==> config.mk <==
export PLATFORM = sky130hd
export DESIGN_NAME = clk_gate_ctrl
export DESIGN_NICKNAME = d
export VERILOG_FILES = /design/src/rtl/clk_gate_ctrl.sv
export SDC_FILE = /design/constraint.sdc
export NUM_CORES = 1
export LEC_CHECK = 0
export CAP_MARGIN = 30
export CELL_PAD_IN_SITES_DETAIL_PLACEMENT = 0
export CELL_PAD_IN_SITES_GLOBAL_PLACEMENT = 1
export CORE_MARGIN = 2
export CORE_UTILIZATION = 35
export DETAILED_ROUTE_END_ITERATION = 10
export PLACE_DENSITY = 0.86
export SYNTH_ARGS = -nofsm -noshare
export SYNTH_HDL_FRONTEND = slang
export SYNTH_SLANG_ARGS = --single-unit
==> constraint.sdc <==
create_clock -name clk -period 1.7 [get_ports clk]
set_input_delay 0.34 -clock clk [delete_from_list [all_inputs] [get_ports clk]]
set_output_delay 0.34 -clock clk [all_outputs]
set_load 0.01 [all_outputs]
==> src/rtl/clk_gate_ctrl.sv <==
// Purpose: drives the enable of the latch-based clock gate for the ALU domain; counts enabled cycles.
// Latency: clk_en rises 1 edge after activity is sampled; ready follows WAKE_CYCLES edges later; outputs are registered.
// Backpressure: none; busy/force_on hold the clock on, and the clock drops after IDLE_TIMEOUT idle cycles.
//
// Ports:
//   clk           reference clock, ungated (always-on domain)
//   rst_n         asynchronous active-low reset
//   req           requester needs the gated clock
//   busy          gated domain still working, keeps the clock on
//   force_on      test/scan override, behaves exactly like req
//   cnt_clr       synchronous clear of gated_cycles (wins over increment)
//   clk_en        enable to the clock gate, registered and glitch-free
//   ready         gated clock running and settled
//   gated_cycles  saturating count of cycles with clk_en=1
module clk_gate_ctrl #(
    parameter int WAKE_CYCLES  = 2,   // legal 1..15
    parameter int IDLE_TIMEOUT = 4,   // legal 1..15
    parameter int CNT_WIDTH    = 16
) (
    input  logic                 clk,
    input  logic                 rst_n,
    input  logic                 req,
    input  logic                 busy,
    input  logic                 force_on,
    input  logic                 cnt_clr,
    output logic                 clk_en,
    output logic                 ready,
    output logic [CNT_WIDTH-1:0] gated_cycles
);

    typedef enum logic [1:0] {
        S_OFF       = 2'd0,
        S_WAKE      = 2'd1,
        S_ON        = 2'd2,
        S_IDLE_WAIT = 2'd3
    } state_t;

    localparam logic [3:0]           WAKE_LOAD = 4'(WAKE_CYCLES - 1);
    localparam logic [3:0]           IDLE_LOAD = 4'(IDLE_TIMEOUT - 1);
    localparam logic [CNT_WIDTH-1:0] CNT_MAX   = '1;

    state_t     state_q;
    state_t     state_nxt;
    logic [3:0] cnt_q;
    logic [3:0] cnt_nxt;
    logic       clk_en_nxt;
    logic       ready_nxt;
    logic       act;

    assign act = req | busy | force_on;

    // State register. Outputs are registered alongside the state so they
    // move on the same edge and the gate enable never sees a comb glitch.
    always_ff @(posedge clk or negedge rst_n) begin
        if (!rst_n) begin
            state_q <= S_OFF;
            cnt_q   <= 4'd0;
            clk_en  <= 1'b0;
            ready   <= 1'b0;
        end else begin
            state_q <= state_nxt;
            cnt_q   <= cnt_nxt;
            clk_en  <= clk_en_nxt;
            ready   <= ready_nxt;
        end
    end

    // Next-state logic. cnt is shared by the settle and idle windows.
    always_comb begin
        state_nxt = state_q;
        cnt_nxt   = cnt_q;
        unique case (state_q)
            S_OFF: begin
                if (act) begin
                    state_nxt = S_WAKE;
                    cnt_nxt   = WAKE_LOAD;
                end
            end
            S_WAKE: begin
                // Settle time always completes, even if activity goes away.
                if (cnt_q == 4'd0) begin
                    state_nxt = S_ON;
                end else begin
                    cnt_nxt = cnt_q - 4'd1;
                end
            end
            S_ON: begin
                if (!act) begin
                    state_nxt = S_IDLE_WAIT;
                    cnt_nxt   = IDLE_LOAD;
                end
            end
            S_IDLE_WAIT: begin
                // Renewed activity beats expiry in the same cycle.
                if (act) begin
                    state_nxt = S_ON;
                end else if (cnt_q == 4'd0) begin
                    state_nxt = S_OFF;
                end else begin
                    cnt_nxt = cnt_q - 4'd1;
                end
            end
            default: begin
                state_nxt = S_OFF;
                cnt_nxt   = 4'd0;
            end
        endcase
    end

    // Output decode from the next state, registered above.
    always_comb begin
        clk_en_nxt = 1'b0;
        ready_nxt  = 1'b0;
        unique case (state_nxt)
            S_OFF: begin
                clk_en_nxt = 1'b0;
                ready_nxt  = 1'b0;
            end
            S_WAKE: begin
                clk_en_nxt = 1'b1;
                ready_nxt  = 1'b0;
            end
            S_ON, S_IDLE_WAIT: begin
                clk_en_nxt = 1'b1;
                ready_nxt  = 1'b1;
            end
            default: begin
                clk_en_nxt = 1'b0;
                ready_nxt  = 1'b0;
            end
        endcase
    end

    // Enabled-cycle counter: counts the registered enable, saturates at all-ones.
    always_ff @(posedge clk or negedge rst_n) begin
        if (!rst_n) begin
            gated_cycles <= '0;
        end else if (cnt_clr) begin
            gated_cycles <= '0;
        end else if (clk_en && (gated_cycles != CNT_MAX)) begin
            gated_cycles <= gated_cycles + 1'b1;
        end
    end

endmodule

==> impl_metrics.py <==
metrics = {
    "final_layout": {
        "stdcell_area_sq_um": 2000,
        "drive_gt1_share_pct": 28.6,
        "antennaDiodeCount": 0,
        "mostFrequentLayoutCells": "buf_4, dfrtp_1, clkdlybuf4s50_1, nand2_1, nor3_1",
        "final_common_cell": "buf_4",
        "area_growth_pct": 49.9,
        "final-instance-count-excl-fill": 247,
        "nNetsFinal": 208,
        "postLayoutCoreUtil_pct": 54.6,
    },
    "placement": {
        "gp_congestion": 0.815,
        "place_ws_ns": -0.220,
        "io_buffers": 23,
        "hpwlAfterDp_mm": 2.73,
        "placed_area_sq_um": 1860,
        "numPlacedInstances": 240,
    },
    "power_and_ir_drop": {
        "power_switching_mw": 0.503,
        "p_sw_share_pct": 32.7,
        "p_int_mw": 1.03,
        "seqPwrFrac_pct": 45.2,
        "pwr-share-comb_pct": 32.1,
        "p_clk_share_pct": 22.7,
        "power_per_cell_area_nw_per_um2": 769,
        "p_leak_nw": 0.868,
        "power_mw": 1.54,
        "peakVddDrop_mv": 0.385,
    },
    "synthesis": {
        "synth_top_family_by_area": "simple AND/OR/NAND/NOR gates",
        "synth-edff-count": 0,
        "synth_area_sq_um": 1330,
        "async_flop_share_pct": 100,
        "ys_types": 40,
        "synth_fa_ha_area_share_pct": 1.88,
        "synth_fp_nets": 151,
        "synth_xor_area_share_pct": 0,
        "ys_seq_area_share_pct": 43.2,
        "yosysTopAreaCellShare_pct": 43.2,
        "synth_flop_cell": "dfrtp_1",
        "yosys-top-cells-area": "dfrtp_1, a21oi_1, nand4_1",
        "synthCells": 143,
        "synth-compound-area-share_pct": 17.4,
        "ys_ff_latch": 23,
        "yosysWarnings": 0,
        "synthMuxAreaShare_pct": 1.69,
        "synthSimpleGateAreaFrac_pct": 32.6,
        "synth.largest_area_cell": "dfrtp_1",
        "synth.avg_cell_area_sq_um": 9.33,
    },
    "routing": {
        "drt_wl_total_mm": 3.56,
        "viasPerCell": 5.62,
        "wl_per_cell_um": 14.4,
        "dr_wl_met2_mm": 1.84,
        "drt_first_iter_violations": 67,
        "met3_length_um": 106,
        "drt.antenna.violating_nets": 0,
        "drcViolationCount": 0,
        "via_count": 1388,
        "wl_met1_mm": 1.58,
        "top_layer": "met4",
        "dr.pass1.iters": 4,
    },
    "cts": {
        "tritoncts": "done",
        "clockBufferDepth": 2,
        "cts_root_buffer": "clkbuf_8",
        "clkLatencyLatePin_ns": 0.27,
        "cts_buffers": 3,
        "clock-sinks": 23,
        "clkTransAtPathRegs_ns": 0.09,
        "cts_max_level": 1,
        "ctsHoldBuffers": 0,
    },
    "status": {
        "outcome": "complete, no violations",
    },
    "sta": {
        "finalHoldViolations": 0,
        "grt_setup_unrepaired": "true",
        "period_minus_slack_ns": 1.68,
        "layout_setup_ws_ns": 0.0228,
        "whs_ns": 0.422,
        "period_share_pct": 98.7,
        "slew_headroom_pct": 65.8,
        "fmax_ghz": 0.596,
        "setup_viol": 0,
        "slew_violations": 0,
        "tightest_slew_ns": 0.509,
        "finalSetupTns_ns": 0,
        "skew_ns": 0.00370,
    },
    "floorplan": {
        "die_y_um": 65.7,
        "die_x_um": 65.7,
        "initial_core_util_pct": 36.4,
        "die-area_sq_um": 4320,
        "fp.coreArea_sq_um": 3660,
        "num_rows": 22,
        "ios": 24,
    },
    "critical_path": {
        "cp_data_arrival_time_ns": 1.88,
        "cp-end-kind": "flip-flop",
        "crit_fanout": 6,
        "crit_type": "flip-flop to flip-flop",
        "cp.required_ns": 1.90,
        "start_kind": "flip-flop",
    },
    "global_routing": {
        "track_usage_pct": 18.3,
        "antenna_found_initial": 0,
        "grt_pass1_wl_mm": 6.18,
        "grt_max_degree": 24,
        "overflow": 0,
        "grt_pass1_vias": 1392,
    },
    "hold_path": {
        "hold_path.class": "primary input to async pin",
    },
    "flow_run": {
        "drv_cap": 0,
    },
}
[power by group through the flow]
stage	clock, mW	sequential, mW	combinational (mW)
global placement	0	0.692	0.467
finish	0.349	0.695	0.494
floorplan	0	0.730	0.211
CTS	0.353	0.689	0.488
global route	0.379	0.705	0.542
detailed placement	0	0.698	0.495
[area by class of cell]
type	instances	area (sq um)
Clock buffer	3	41.3
Timing Repair Buffer	57	492
Tap cell	48	60.1
Clock inverter	1	5.00
Sequential cell	23	581
Multi-Input combinational cell	108	795
Inverter	7	26.3
Fill cell	332	1660
[layer usage]
metal	GRT usage, %	vias up
li1	-	669
met2	34.8	28
met3	2.05	6
met5	0	-
met1	21.4	685
met4	4.69	0
[cell usage after synthesis, types with 2 or more instances]
library cell  count
mux2_2            2
nor3_1           11
inv_1             7
o21ai_0           2
nand4_1           9
a41oi_1           2
o31ai_1           4
nand3_1           5
or3_1             3
o211ai_1          2
and2_1            2
a31oi_1           4
ha_1              2
or4_1             4
nand2b_1          2
nor2b_1           2
a21oi_1          12
clkbuf_1          5
dfrtp_1          23
nand2_1          12
nor2_1            9
[path summary, 6_finish.rpt]
kind	start	endpoint	cells after the start	slack (ns)
setup reg to reg	gated_cycles[0]$_DFFE_PN0P_	gated_cycles[12]$_DFFE_PN0P_	5	0.02
setup / recovery	gated_cycles[0]$_DFFE_PN0P_	gated_cycles[12]$_DFFE_PN0P_	5	0.02
hold reg to reg	gated_cycles[8]$_DFFE_PN0P_	gated_cycles[8]$_DFFE_PN0P_	1	0.59
max in group asynchronous	rst_n	gated_cycles[4]$_DFFE_PN0P_	2	1.03
hold / removal	rst_n	gated_cycles[5]$_DFFE_PN0P_	2	0.42
min in group clk	gated_cycles[8]$_DFFE_PN0P_	gated_cycles[8]$_DFFE_PN0P_	1	0.59
[worst max-delay path, cell delays in order (launching register included)]
cell	delay [ns]
dfrtp_2	0.41
ha_4	0.16
nand4_4	0.10
a311o_1	0.35
or4_1	0.44
a21oi_2	0.16
[cell families after synthesis]
| logic type | count (synthesis) |
|---|---|
| AND/OR/NAND/NOR | 70 |
| AO/OA/AOI/OAI | 34 |
| flip-flops | 23 |
| buffers and inverters | 12 |
| multiplexers | 2 |
| adder cells (fa/ha/maj) | 2 |
[timing repair]
| action | 4_1_cts | 5_1_grt |
|---|---|---|
| pin swaps | 1 | 5 |
| buffers inserted | 1 | 2 |
| endpoints found under the setup margin | 7 | 14 |
| gates resized for setup | 4 | 15 |
[state kept, by name, summed over array words and instances, names as in the netlist]
| name | cells |
|---|---|
| cnt_q | 4 |
| clk_en | 1 |
| state_q | 1 |
| ready | 1 |
| gated_cycles | 16 |
Note: power is estimated with default switching activity, not from simulation.
